`config.mk`:
```
export PLATFORM = sky130hd
export DESIGN_NAME = memn2n_story_tx
export DESIGN_NICKNAME = d
export VERILOG_FILES = /design/src/rtl/memn2n_story_tx.sv
export SDC_FILE = /design/constraint.sdc
export NUM_CORES = 1
export LEC_CHECK = 0
export ABC_AREA = 1
export BUFFER_PORTS_ARGS = -buffer_cell sky130_fd_sc_hd__clkbuf_2
export CORE_ASPECT_RATIO = 0.9
export CORE_MARGIN = 8
export CORE_UTILIZATION = 40
export CTS_BUF_LIST = sky130_fd_sc_hd__clkbuf_16
export CTS_CLUSTER_DIAMETER = 50
export DETAILED_ROUTE_END_ITERATION = 7
export GPL_TIMING_DRIVEN = 0
export HOLD_SLACK_MARGIN = 0.1
export PLACE_DENSITY = 0.57
export SETUP_SLACK_MARGIN = 0.02
export SYNTH_ARGS = -nofsm -noshare
export SYNTH_HDL_FRONTEND = slang
export SYNTH_SLANG_ARGS = --single-unit
```
`constraint.sdc`:
```
create_clock -name clk -period 4.3 [get_ports clk]
set_input_delay 0.43 -clock clk [delete_from_list [all_inputs] [get_ports clk]]
set_output_delay 0.43 -clock clk [all_outputs]
set_load 0.005 [all_outputs]
```
`src/rtl/memn2n_story_tx.sv`:
```
// memn2n_story_tx
// Story transmitter for the MemN2N core. Host words arrive over a valid/ready
// handshake and are buffered in a small FIFO. They are then presented one at
// a time on data_in as {type, word} with a one-cycle en strobe. After a
// sentence or question word the block waits for done_emb, or gives up after
// TIMEOUT cycles. Sentence words are counted against memory capacity.
//
// Ports:
//   clk, rst          clock and synchronous active-high reset
//   s_valid/s_ready   host handshake; s_word, s_type, s_last are the payload
//   data_in           {type, word} presented to the core, held between words
//   en                one-cycle issue strobe
//   we_sen/we_query   qualifiers, high only in the issue cycle of that type
//   done_emb          embedding-complete pulse from the core
//   story_done        one-cycle pulse when the last word of a story completes
//   sen_count         sentence words issued in the current story (saturating)
//   err_overflow      sticky, a sentence word was dropped (memory full)
//   err_timeout       sticky, done_emb never arrived within TIMEOUT cycles
module memn2n_story_tx #(
  parameter int BW_WORD_VEC   = 8,
  parameter int BW_TYPE_CODE  = 2,
  parameter int BW_DATA_IN    = BW_WORD_VEC + BW_TYPE_CODE,
  parameter int BW_MEM_ADDR   = 4,
  parameter int BW_FIFO_DEPTH = 3,
  parameter int TIMEOUT       = 64
) (
  input  logic                    clk,
  input  logic                    rst,
  input  logic                    s_valid,
  output logic                    s_ready,
  input  logic [BW_WORD_VEC-1:0]  s_word,
  input  logic [BW_TYPE_CODE-1:0] s_type,
  input  logic                    s_last,
  output logic [BW_DATA_IN-1:0]   data_in,
  output logic                    en,
  output logic                    we_sen,
  output logic                    we_query,
  input  logic                    done_emb,
  output logic                    story_done,
  output logic [BW_MEM_ADDR:0]    sen_count,
  output logic                    err_overflow,
  output logic                    err_timeout
);

  localparam int DEPTH   = 1 << BW_FIFO_DEPTH;
  localparam int ENTRY_W = 1 + BW_TYPE_CODE + BW_WORD_VEC;
  localparam int WAIT_W  = $clog2(TIMEOUT) + 1;

  localparam logic [BW_TYPE_CODE-1:0] TYPE_NONE = BW_TYPE_CODE'(0);
  localparam logic [BW_TYPE_CODE-1:0] TYPE_SEN  = BW_TYPE_CODE'(1);
  localparam logic [BW_TYPE_CODE-1:0] TYPE_ANS  = BW_TYPE_CODE'(3);
  localparam logic [BW_TYPE_CODE-1:0] TYPE_QRY  = BW_TYPE_CODE'(2);

  localparam logic [BW_MEM_ADDR:0] MEM_FULL  = {1'b1, {BW_MEM_ADDR{1'b0}}};
  localparam logic [WAIT_W-1:0]    WAIT_LAST = WAIT_W'(TIMEOUT - 1);

  typedef enum logic [1:0] {IDLE, ISSUE, WAIT, GAP} state_t;

  state_t state_q, state_d;

  logic [ENTRY_W-1:0]       fifoMem_q [DEPTH];
  logic [BW_FIFO_DEPTH:0]   wrPtr_q, rdPtr_q;
  logic                     fifoEmpty, fifoFull, push, pop;
  logic [ENTRY_W-1:0]       head;
  logic                     headLast;
  logic [BW_TYPE_CODE-1:0]  headType;
  logic [BW_WORD_VEC-1:0]   headWord;

  // Only the last flag and type of the popped word are needed after the pop;
  // the full {type, word} lives in dataIn_q.
  logic                     holdLast_q, holdLast_d;
  logic [BW_TYPE_CODE-1:0]  holdType_q, holdType_d;
  logic [BW_DATA_IN-1:0]    dataIn_q, dataIn_d;
  logic [WAIT_W-1:0]        waitCnt_q, waitCnt_d;
  logic [BW_MEM_ADDR:0]     senCount_q, senCount_d;
  logic                     dropDone_q, dropDone_d;
  logic                     errOverflow_q, errOverflow_d;
  logic                     errTimeout_q, errTimeout_d;

  // FIFO status: the extra MSB of each pointer tells full apart from empty.
  assign fifoEmpty = (wrPtr_q == rdPtr_q);
  assign fifoFull  = (wrPtr_q[BW_FIFO_DEPTH] != rdPtr_q[BW_FIFO_DEPTH]) &&
                     (wrPtr_q[BW_FIFO_DEPTH-1:0] == rdPtr_q[BW_FIFO_DEPTH-1:0]);

  assign s_ready = !fifoFull && !rst;
  assign push    = s_valid && s_ready;
  assign pop     = (state_q == IDLE) && !fifoEmpty;

  assign head     = fifoMem_q[rdPtr_q[BW_FIFO_DEPTH-1:0]];
  assign headLast = head[ENTRY_W-1];
  assign headType = head[ENTRY_W-2 -: BW_TYPE_CODE];
  assign headWord = head[BW_WORD_VEC-1:0];

  // Issue strobes come straight from the registered state so they last
  // exactly the one ISSUE cycle; story_done covers both the GAP path and the
  // delayed pulse for a discarded last word.
  assign en         = (state_q == ISSUE) && !rst;
  assign we_sen     = en && (holdType_q == TYPE_SEN);
  assign we_query   = en && (holdType_q == TYPE_QRY);
  assign story_done = !rst && (((state_q == GAP) && holdLast_q) || dropDone_q);

  assign data_in      = dataIn_q;
  assign sen_count    = senCount_q;
  assign err_overflow = errOverflow_q;
  assign err_timeout  = errTimeout_q;

  // FIFO storage has no reset; stale entries are never read because the
  // pointers are cleared.
  always_ff @(posedge clk) begin
    if (push) begin
      fifoMem_q[wrPtr_q[BW_FIFO_DEPTH-1:0]] <= {s_last, s_type, s_word};
    end
  end

  // Next-state logic. A popped word that is type 00, or a sentence arriving
  // with memory already full, is consumed in IDLE without being issued.
  always_comb begin
    state_d       = state_q;
    holdLast_d    = holdLast_q;
    holdType_d    = holdType_q;
    dataIn_d      = dataIn_q;
    waitCnt_d     = waitCnt_q;
    senCount_d    = senCount_q;
    dropDone_d    = 1'b0;
    errOverflow_d = errOverflow_q;
    errTimeout_d  = errTimeout_q;

    case (state_q)
      IDLE: begin
        if (pop) begin
          holdLast_d = headLast;
          holdType_d = headType;
          if (headType == TYPE_NONE) begin
            dropDone_d = headLast;
          end else if ((headType == TYPE_SEN) && (senCount_q == MEM_FULL)) begin
            errOverflow_d = 1'b1;
            dropDone_d    = headLast;
          end else begin
            dataIn_d = {headType, headWord};
            state_d  = ISSUE;
          end
        end
      end
      ISSUE: begin
        // done_emb in this cycle is deliberately not looked at.
        waitCnt_d = '0;
        if ((holdType_q == TYPE_SEN) && (senCount_q != MEM_FULL)) begin
          senCount_d = senCount_q + 1'b1;
        end
        state_d = (holdType_q == TYPE_ANS) ? GAP : WAIT;
      end
      WAIT: begin
        if (done_emb) begin
          state_d = GAP;
        end else if (waitCnt_q == WAIT_LAST) begin
          errTimeout_d = 1'b1;
          state_d      = GAP;
        end else begin
          waitCnt_d = waitCnt_q + 1'b1;
        end
      end
      GAP: begin
        state_d = IDLE;
      end
      default: begin
        state_d = IDLE;
      end
    endcase

    // Ending a story clears the sentence count one cycle after the pulse.
    if (story_done) begin
      senCount_d = '0;
    end
  end

  // State and datapath registers.
  always_ff @(posedge clk) begin
    if (rst) begin
      state_q       <= IDLE;
      wrPtr_q       <= '0;
      rdPtr_q       <= '0;
      holdLast_q    <= 1'b0;
      holdType_q    <= '0;
      dataIn_q      <= '0;
      waitCnt_q     <= '0;
      senCount_q    <= '0;
      dropDone_q    <= 1'b0;
      errOverflow_q <= 1'b0;
      errTimeout_q  <= 1'b0;
    end else begin
      state_q       <= state_d;
      if (push) begin
        wrPtr_q <= wrPtr_q + 1'b1;
      end
      if (pop) begin
        rdPtr_q <= rdPtr_q + 1'b1;
      end
      holdLast_q    <= holdLast_d;
      holdType_q    <= holdType_d;
      dataIn_q      <= dataIn_d;
      waitCnt_q     <= waitCnt_d;
      senCount_q    <= senCount_d;
      dropDone_q    <= dropDone_d;
      errOverflow_q <= errOverflow_d;
      errTimeout_q  <= errTimeout_d;
    end
  end

endmodule

```
==> results of run 1 <==
==> logic make-up after synthesis <==
family                     Yosys count
AOI/OAI and AO/OA                   98
and+or+nand+nor                    217
buffers and inverters               72
DFF                                129
adders and majority gates            9
xor gates and xnor gates             5
==> per-layer routing <==
| metal | global-route usage | part of all wire | up-vias |
|---|---|---|---|
| met1 | 0.191 | 0.46 | 1814 |
| met3 | 0.0529 | 0.068 | 17 |
| li1 | - | - | 1920 |
| met2 | 0.238 | 0.46 | 110 |
| met5 | 0 | 0 | - |
| met4 | 0.0632 | 0.016 | 0 |
==> how the worst max path moves through the flow <==
| stage | to | slack [ns] | depth (start not counted) |
|---|---|---|---|
| 4_1_cts | fifoMem_q[3][4]$_DFFE_PP_ | 1.61 | 7 |
| 3_3_place_gp | fifoMem_q[6][3]$_DFFE_PP_ | 1.19 | 7 |
| 3_5_place_dp | fifoMem_q[3][3]$_DFFE_PP_ | 1.62 | 7 |
| 2_1_floorplan | fifoMem_q[6][0]$_DFFE_PP_ | 2.13 | 7 |
| 6_report | fifoMem_q[3][4]$_DFFE_PP_ | 1.70 | 7 |
| 5_1_grt | fifoMem_q[3][4]$_DFFE_PP_ | 1.46 | 7 |
==> final cells by class <==
type | instances | area (µm²)
fill | 1240 | 6880
sequential | 129 | 3460
multi-input combinational | 329 | 1680
clock buffer | 17 | 425
tap | 168 | 210
inverter | 53 | 206
clock inverter | 15 | 193
timing repair buffer | 37 | 191
buffer | 19 | 115
==> Yosys cell counts (all sizes together) <==
library cell,n,area (µm²)
a211oi,2,15.0
a21oi,26,168
a31oi,1,6.26
and3,1,6.26
buf,15,98.8
clkbuf,4,16.3
clkinv,1,3.75
dfxtp,41,821
edfxtp,88,2640
ha,9,113
inv,52,203
nand2,104,418
nand3,25,135
nand3b,1,7.51
nand4,4,25.0
nor2,70,265
nor3,6,40.0
nor3b,2,15.0
nor4,3,18.8
o2111ai,2,17.5
o211ai,1,7.51
o21a,2,15.0
o21ai,46,234
o221ai,1,8.76
o22ai,17,106
or2,1,6.26
xor2,5,43.8
==> power breakdown <==
part,internal [mW],leakage [nW],switching (mW)
logic,0.366,1.10,0.714
clock network,0.966,0.308,0.544
registers,1.42,1.13,0.0754
==> critical path, stage by stage (launching register included) <==
cell      delay [ns]
dfxtp_1         0.43
xor2_1          0.17
nor2_1          0.10
nand3b_1        0.11
nand3_1         0.20
nor2_1          0.14
inv_1           0.08
nor2_1          0.97
==> per-stage QoR <==
step           setup WS (ns)  instances  hold WS [ns]
3_3_place_gp            1.19        734         0.452
4_1_cts                 1.61        767         0.277
3_5_place_dp            1.62        735         0.458
6_report                1.70        767         0.292
2_1_floorplan           2.13        530         0.447
5_1_grt                 1.46        767         0.292
==> registers in the layout (all words and copies together), names as in the netlist, named ones only <==
name,flops
data_in,10
dropDone_q,1
err_overflow,1
err_timeout,1
fifoMem_q,88
holdLast_q,1
holdType_q,2
rdPtr_q,4
sen_count,5
state_q,2
waitCnt_q,7
wrPtr_q,4
==> impl_results.html, run 1 <==
<table>
<tr><th>Metric</th><th>Value</th></tr>
<tr><th colspan="2">Outcome</th></tr>
<tr><td>Run status</td><td>completed</td></tr>
<tr><th colspan="2">Floorplan</th></tr>
<tr><td>Die width</td><td>139 µm</td></tr>
<tr><td>Starting Density</td><td>0.408</td></tr>
<tr><td>Boundary pin count</td><td>37</td></tr>
<tr><td>Area inside the core boundary</td><td>13,400 µm²</td></tr>
<tr><td>Total Die Area</td><td>17,600 µm²</td></tr>
<tr><td>Die Span Y</td><td>127 µm</td></tr>
<tr><td>Cell row count</td><td>40</td></tr>
<tr><th colspan="2">Power</th></tr>
<tr><td>LEAKAGE</td><td>2.54 nW</td></tr>
<tr><td>Power Total</td><td>4.09 mW</td></tr>
<tr><td>Worst-case vdd ir drop</td><td>0.319 mV</td></tr>
<tr><td>Pwr dens</td><td>631 nW/µm²</td></tr>
<tr><th colspan="2">Setup path</th></tr>
<tr><td>Setup crit start kind</td><td>flop</td></tr>
<tr><td>Launch point of the critical path</td><td>wrPtr_q[1]$_SDFFE_PP0P_</td></tr>
<tr><td>Reg-to-reg startpoint</td><td>wrPtr_q[1]$_SDFFE_PP0P_</td></tr>
<tr><td>Crit path arrival time</td><td>2.63 ns</td></tr>
<tr><td>Worst R2R Path Depth</td><td>7</td></tr>
<tr><td>Reg-to-Reg End</td><td>fifoMem_q[3][4]$_DFFE_PP_</td></tr>
<tr><td>Data required time of the critical path</td><td>4.33 ns</td></tr>
<tr><td>Critical Path End Type</td><td>flop</td></tr>
<tr><td>Crit-path max FO</td><td>11</td></tr>
<tr><td>Category of the critical setup timing path</td><td>flop to flop</td></tr>
<tr><td>Register-to-register path setup slack</td><td>1.70 ns</td></tr>
<tr><th colspan="2">Routing</th></tr>
<tr><td>Routed Antenna Nets</td><td>0</td></tr>
<tr><td>Total wirelength of the detailed-routed design</td><td>12.7 mm</td></tr>
<tr><td>Iteration count of the initial detailed-routing pass</td><td>5</td></tr>
<tr><td>Drt wl/cell</td><td>16.6 µm</td></tr>
<tr><td>Drt drc</td><td>0</td></tr>
<tr><td>Vias after detailed routing</td><td>3,861</td></tr>
<tr><td>Initial detailed-routing violation count</td><td>233</td></tr>
<tr><td>Via density per instance</td><td>5.03</td></tr>
<tr><th colspan="2">Clock tree</th></tr>
<tr><td>Total number of H-tree levels</td><td>4</td></tr>
<tr><td>Total CTS buffers</td><td>17</td></tr>
<tr><td>Buffer type at the clock tree root</td><td>clkbuf_16</td></tr>
<tr><td>Longest Clk Path Bufs</td><td>2</td></tr>
<tr><td>CTS resizes</td><td>0</td></tr>
<tr><td>Source-to-sink clock delay at the later pin of the worst-skew pair</td><td>0.42 ns</td></tr>
<tr><td># Post-CTS Setup Buffers</td><td>0</td></tr>
<tr><td>Number of buffers inserted by hold repair at cts</td><td>0</td></tr>
<tr><td>TritonCTS clock tree</td><td>done</td></tr>
<tr><td>Clock Pin Slew Worst Setup and Hold Paths</td><td>0.06 ns</td></tr>
<tr><td>Num Clock Sinks</td><td>129</td></tr>
<tr><th colspan="2">Synthesis</th></tr>
<tr><td>Share of the synthesized netlist area taken by xor and xnor gates</td><td>0.00803</td></tr>
<tr><td>Cell count after synthesis</td><td>530</td></tr>
<tr><td>Area share of and/or/nand/nor cells after synthesis</td><td>0.172</td></tr>
<tr><td>Number of storage elements in the synthesis netlist</td><td>129</td></tr>
<tr><td>Synthesized-area fraction occupied by ao, oa, aoi and oai cells</td><td>0.106</td></tr>
<tr><td>Distinct cells, synth</td><td>41</td></tr>
<tr><td>Share of cell area taken by muxes after synthesis</td><td>0</td></tr>
<tr><td>Combinational family with the most area after synthesis</td><td>simple AND/OR/NAND/NOR gates</td></tr>
<tr><td>Sequential area share after synthesis</td><td>0.635</td></tr>
<tr><td>Number of warnings reported in the yosys synthesis log</td><td>0</td></tr>
<tr><td>Adder-cell area share of the yosys netlist</td><td>0.0206</td></tr>
<tr><td>Cell area after synthesis</td><td>5460 µm²</td></tr>
<tr><td>Average footprint of a synthesized cell</td><td>10.3 µm²</td></tr>
<tr><td>Total nets after synthesis</td><td>554</td></tr>
<tr><th colspan="2">Timing</th></tr>
<tr><td>Number of hold violations in the final report</td><td>0</td></tr>
<tr><td>Final setup violating endpoints</td><td>0</td></tr>
<tr><td>Maximum clock frequency</td><td>384 MHz</td></tr>
<tr><td>Slew margin rel.</td><td>0.0898</td></tr>
<tr><td>Worst Skew</td><td>0.00672 ns</td></tr>
<tr><td>Slew at the pin closest to its max-slew limit</td><td>1.36 ns</td></tr>
<tr><td>Final slew viol count</td><td>0</td></tr>
<tr><td>Accumulated negative setup slack</td><td>0 ns</td></tr>
<tr><td>Share of the clock period used by the worst path</td><td>0.605</td></tr>
<tr><td>Final worst path period need</td><td>2.60 ns</td></tr>
<tr><td>RSZ-0062 raised after global routing</td><td>no</td></tr>
<tr><th colspan="2">Finish</th></tr>
<tr><td>End-of-flow core utilization</td><td>0.485</td></tr>
<tr><td>Layout-stage area growth over the synthesis result</td><td>18.8%</td></tr>
<tr><td>Commonest non-fill, non-tap cell in the layout</td><td>nand2_1</td></tr>
<tr><td>Top library cells by usage in the layout, fill and taps aside</td><td>nand2_1, edfxtp_1, nor2_1, inv_1, o21ai_0</td></tr>
<tr><td>Share of cells above drive strength 1</td><td>0.190</td></tr>
<tr><td>Number of nets in the layout</td><td>610</td></tr>
<tr><td>Antenna cell count</td><td>0</td></tr>
<tr><td>Final Instance Area</td><td>6480 µm²</td></tr>
<tr><th colspan="2">Min path</th></tr>
<tr><td>Hold path cells</td><td>1</td></tr>
<tr><td>Kind of path behind the tightest hold check</td><td>primary input to flop</td></tr>
<tr><td>Hold path endpoint</td><td>fifoMem_q[4][7]$_DFFE_PP_</td></tr>
<tr><td>Worst hold path startpoint</td><td>s_word[7]</td></tr>
<tr><th colspan="2">Global routing</th></tr>
<tr><td>Global-route wire length before repair</td><td>20.6 mm</td></tr>
<tr><td>Number of antenna violations at the first check in global routing</td><td>0</td></tr>
<tr><td>Total overflow reported by the global router</td><td>0</td></tr>
<tr><td>Maximum number of pins on one net before global-route repair</td><td>17</td></tr>
<tr><td>GRT Util Overall</td><td>0.153</td></tr>
<tr><td>Via count of the first global-routing pass</td><td>3,873</td></tr>
<tr><th colspan="2">Place</th></tr>
<tr><td>Half-perimeter wire length after detailed placement</td><td>8.31 mm</td></tr>
<tr><td>Cell area reported after detailed placement</td><td>5860 µm²</td></tr>
<tr><td>Placer Congestion</td><td>0.818</td></tr>
<tr><td>Buffers added on ports</td><td>36</td></tr>
<tr><th colspan="2">Job</th></tr>
<tr><td>Max-cap violation count</td><td>0</td></tr>
</table>
Note: power is estimated with default switching activity, not from simulation.
==> inputs of run 2 (changes only) <==
- PLACE_DENSITY: 0.57 -> 0.59
- clock period: 4.3 -> 2.3 ns (I/O delays scaled with it)
==> run 2 against run 1 <==
Compared with the run above: count of clock-buffer cells in the layout is the same; via count grew 1.9%; global-route usage shrank 0.19 points; utilization grew 0.43 points; power grew 81%; combinational power grew 89%; hold slack lost 0.19 ns; register-to-register slack lost 1.6 ns; final area grew 0.89%; clock skew grew 0.0034 ns.
==> impl_results.html, run 2 (synthesis results as in run 1) <==
<table>
<tr><th>Metric</th><th>Value</th></tr>
<tr><th colspan="2">Routing</th></tr>
<tr><td>Iteration count of the initial detailed-routing pass</td><td>4 (-1)</td></tr>
<tr><td>Vias after detailed routing</td><td>3,933 (+1.9%)</td></tr>
<tr><td>Total wirelength of the detailed-routed design</td><td>12.6 mm (-0.95%)</td></tr>
<tr><td>Routed Antenna Nets</td><td>0 (unchanged)</td></tr>
<tr><td>Via density per instance</td><td>5.09 (+1.1%)</td></tr>
<tr><td>Initial detailed-routing violation count</td><td>236 (+1.3%)</td></tr>
<tr><td>Drt wl/cell</td><td>16.3 µm (-1.7%)</td></tr>
<tr><td>Drt drc</td><td>0 (unchanged)</td></tr>
<tr><th colspan="2">Clock tree</th></tr>
<tr><td>Num Clock Sinks</td><td>129 (unchanged)</td></tr>
<tr><td>TritonCTS clock tree</td><td>done</td></tr>
<tr><td>Buffer type at the clock tree root</td><td>clkbuf_16</td></tr>
<tr><td>Source-to-sink clock delay at the later pin of the worst-skew pair</td><td>0.42 ns (about the same)</td></tr>
<tr><td>Longest Clk Path Bufs</td><td>2 (unchanged)</td></tr>
<tr><td>Total number of H-tree levels</td><td>4 (unchanged)</td></tr>
<tr><td>Total CTS buffers</td><td>17 (unchanged)</td></tr>
<tr><td>Clock Pin Slew Worst Setup and Hold Paths</td><td>0.06 ns (about the same)</td></tr>
<tr><th colspan="2">Floorplan</th></tr>
<tr><td>Die width</td><td>139 µm (unchanged)</td></tr>
<tr><td>Boundary pin count</td><td>37 (unchanged)</td></tr>
<tr><td>Total Die Area</td><td>17,600 µm² (unchanged)</td></tr>
<tr><td>Area inside the core boundary</td><td>13,400 µm² (unchanged)</td></tr>
<tr><td>Starting Density</td><td>0.408 (unchanged)</td></tr>
<tr><td>Die Span Y</td><td>127 µm (unchanged)</td></tr>
<tr><td>Cell row count</td><td>40 (unchanged)</td></tr>
<tr><th colspan="2">Setup path</th></tr>
<tr><td>Combined buffer and inverter count along the critical path</td><td>1 (unchanged)</td></tr>
<tr><td>Crit-path cells</td><td>xor2_1 &gt; nor2_1 &gt; nand3b_1 &gt; nand2_1 &gt; inv_1 &gt; nand3_1 &gt; nor2_2</td></tr>
<tr><td>Critical Path End Type</td><td>flop</td></tr>
<tr><td>Dominant delay contributor by cell family on the critical path</td><td>simple AND/OR/NAND/NOR gates</td></tr>
<tr><td>Maximum cell stage delay along the critical path</td><td>0.68 ns (-0.29 ns)</td></tr>
<tr><td>Category of the critical setup timing path</td><td>flop to flop</td></tr>
<tr><td>Crit path arrival time</td><td>2.26 ns (-0.37 ns)</td></tr>
<tr><td>Master of the slowest instance on the critical path</td><td>nor2_2</td></tr>
<tr><td>Crit-path max FO</td><td>11 (unchanged)</td></tr>
<tr><td>Setup crit start kind</td><td>flop</td></tr>
<tr><td>Data required time of the critical path</td><td>2.35 ns (-1.98 ns)</td></tr>
<tr><th colspan="2">Global routing</th></tr>
<tr><td>Number of antenna violations at the first check in global routing</td><td>0 (unchanged)</td></tr>
<tr><td>Total overflow reported by the global router</td><td>0 (unchanged)</td></tr>
<tr><td>Via count of the first global-routing pass</td><td>3,987 (+2.9%)</td></tr>
<tr><td>Global-route wire length before repair</td><td>20.4 mm (-0.77%)</td></tr>
<tr><td>Maximum number of pins on one net before global-route repair</td><td>17 (unchanged)</td></tr>
<tr><td>GRT Util Overall</td><td>0.151 (-0.00193)</td></tr>
<tr><th colspan="2">Finish</th></tr>
<tr><td>Final Instance Area</td><td>6540 µm² (+0.89%)</td></tr>
<tr><td>Commonest non-fill, non-tap cell in the layout</td><td>nand2_1</td></tr>
<tr><td>Layout-stage area growth over the synthesis result</td><td>19.8%</td></tr>
<tr><td>Multi-input logic area</td><td>1710 µm² (+2.2%)</td></tr>
<tr><td>Top library cells by usage in the layout, fill and taps aside</td><td>nand2_1, edfxtp_1, nor2_1, inv_1, o21ai_0</td></tr>
<tr><td>Number of nets in the layout</td><td>616 (+0.98%)</td></tr>
<tr><td>Number of flip-flops under the largest register name</td><td>88 (unchanged)</td></tr>
<tr><td>Share of cells above drive strength 1</td><td>0.200 (+0.00968)</td></tr>
<tr><td>Number of fill cells in the layout</td><td>1,208 (-2.6%)</td></tr>
<tr><td>Antenna cell count</td><td>0 (unchanged)</td></tr>
<tr><td>Sequential cell area</td><td>3460 µm² (unchanged)</td></tr>
<tr><th colspan="2">Place</th></tr>
<tr><td>Cell area reported after detailed placement</td><td>5860 µm² (unchanged)</td></tr>
<tr><td>Setup Slack @ Placement</td><td>-0.359 ns (-1.98 ns)</td></tr>
<tr><td>Buffers added on ports</td><td>36 (unchanged)</td></tr>
<tr><td>Half-perimeter wire length after detailed placement</td><td>8.38 mm (+0.79%)</td></tr>
<tr><td>Placer Congestion</td><td>0.774 (-5.4%)</td></tr>
<tr><th colspan="2">Timing</th></tr>
<tr><td>RSZ-0062 raised after global routing</td><td>yes</td></tr>
<tr><td>Final worst path period need</td><td>2.21 ns (-0.391 ns)</td></tr>
<tr><td>Worst hold-check slack</td><td>0.103 ns (-0.189 ns)</td></tr>
<tr><td>Share of the clock period used by the worst path</td><td>0.962 (+0.357)</td></tr>
<tr><td>Slew margin rel.</td><td>0.478 (+0.388)</td></tr>
<tr><td>Final worst setup slack</td><td>0.0872 ns (-1.61 ns)</td></tr>
<tr><td>Final slew viol count</td><td>0 (unchanged)</td></tr>
<tr><td>Number of hold violations in the final report</td><td>0 (unchanged)</td></tr>
<tr><td>Maximum clock frequency</td><td>452 MHz (+18%)</td></tr>
<tr><td>Slew at the pin closest to its max-slew limit</td><td>0.783 ns (-0.578 ns)</td></tr>
<tr><td>Final setup violating endpoints</td><td>0 (unchanged)</td></tr>
<tr><td>Worst Skew</td><td>0.0101 ns (+0.00343 ns)</td></tr>
<tr><th colspan="2">Outcome</th></tr>
<tr><td>Run status</td><td>completed</td></tr>
<tr><th colspan="2">Power</th></tr>
<tr><td>Pwr dens</td><td>1130 nW/µm² (+79%)</td></tr>
<tr><td>Power Total</td><td>7.40 mW (+81%)</td></tr>
<tr><td>LEAKAGE</td><td>2.52 nW (-0.89%)</td></tr>
<tr><td>Worst-case vdd ir drop</td><td>0.650 mV (+100%)</td></tr>
<tr><th colspan="2">Job</th></tr>
<tr><td>Max-cap violation count</td><td>0 (unchanged)</td></tr>
<tr><th colspan="2">Min path</th></tr>
<tr><td>Kind of path behind the tightest hold check</td><td>primary input to flop</td></tr>
</table>
## run 2: cell type report
class / instances / area share
Inverter: 53 / 0.0316
Timing Repair Buffer: 43 / 0.0400
Clock buffer: 17 / 0.0651
Clock inverter: 15 / 0.0218
Multi-Input combinational cell: 329 / 0.262
Sequential cell: 129 / 0.530
Tap cell: 168 / 0.0321
Buffer: 19 / 0.0176
## run 2: where the power goes
group	switching, mW	total, mW	internal [mW]
Combinational	1.35	2.04	0.693
Clock	0.991	2.57	1.58
Sequential	0.134	2.79	2.66
## run 2: final timing paths
path | startpoint | endpoint | slack (ns) | depth (start not counted)
setup / recovery | wrPtr_q[1]$_SDFFE_PP0P_ | fifoMem_q[0][0]$_DFFE_PP_ | 0.09 | 7
hold / removal | s_word[3] | fifoMem_q[2][3]$_DFFE_PP_ | 0.10 | 1
setup reg to reg | wrPtr_q[1]$_SDFFE_PP0P_ | fifoMem_q[0][0]$_DFFE_PP_ | 0.09 | 7
hold reg to reg | err_timeout$_SDFFE_PP0P_ | err_timeout$_SDFFE_PP0P_ | 0.47 | 1
## run 2: metrics by stage
step / utilization / std cells / TNS, ns
final: 0.489 / 773 / 0
after global routing: 0.489 / 773 / -3.60
after CTS: 0.487 / 772 / 0
after detailed placement: 0.439 / 735 / -18.46
after global placement: 0.438 / 734 / -23.26
after floorplan: - / 530 / 0
## run 2: metal layers
metal | up-vias | share of wire | global-route usage
met4 | 0 | 0.012 | 0.0690
met5 | - | 0 | 0
li1 | 1950 | - | -
met2 | 94 | 0.47 | 0.245
met1 | 1875 | 0.44 | 0.177
met3 | 14 | 0.073 | 0.0529
## run 2: timing repair
| item | 4_1_cts | 5_1_grt |
|---|---|---|
| gates resized for setup | 9 | 2 |
| hold buffers | 5 | 0 |
| pin swaps | 0 | 1 |
| buffers inserted | 0 | 1 |
| hold endpoints to repair | 34 | 0 |
| setup endpoints to repair | 78 | 74 |
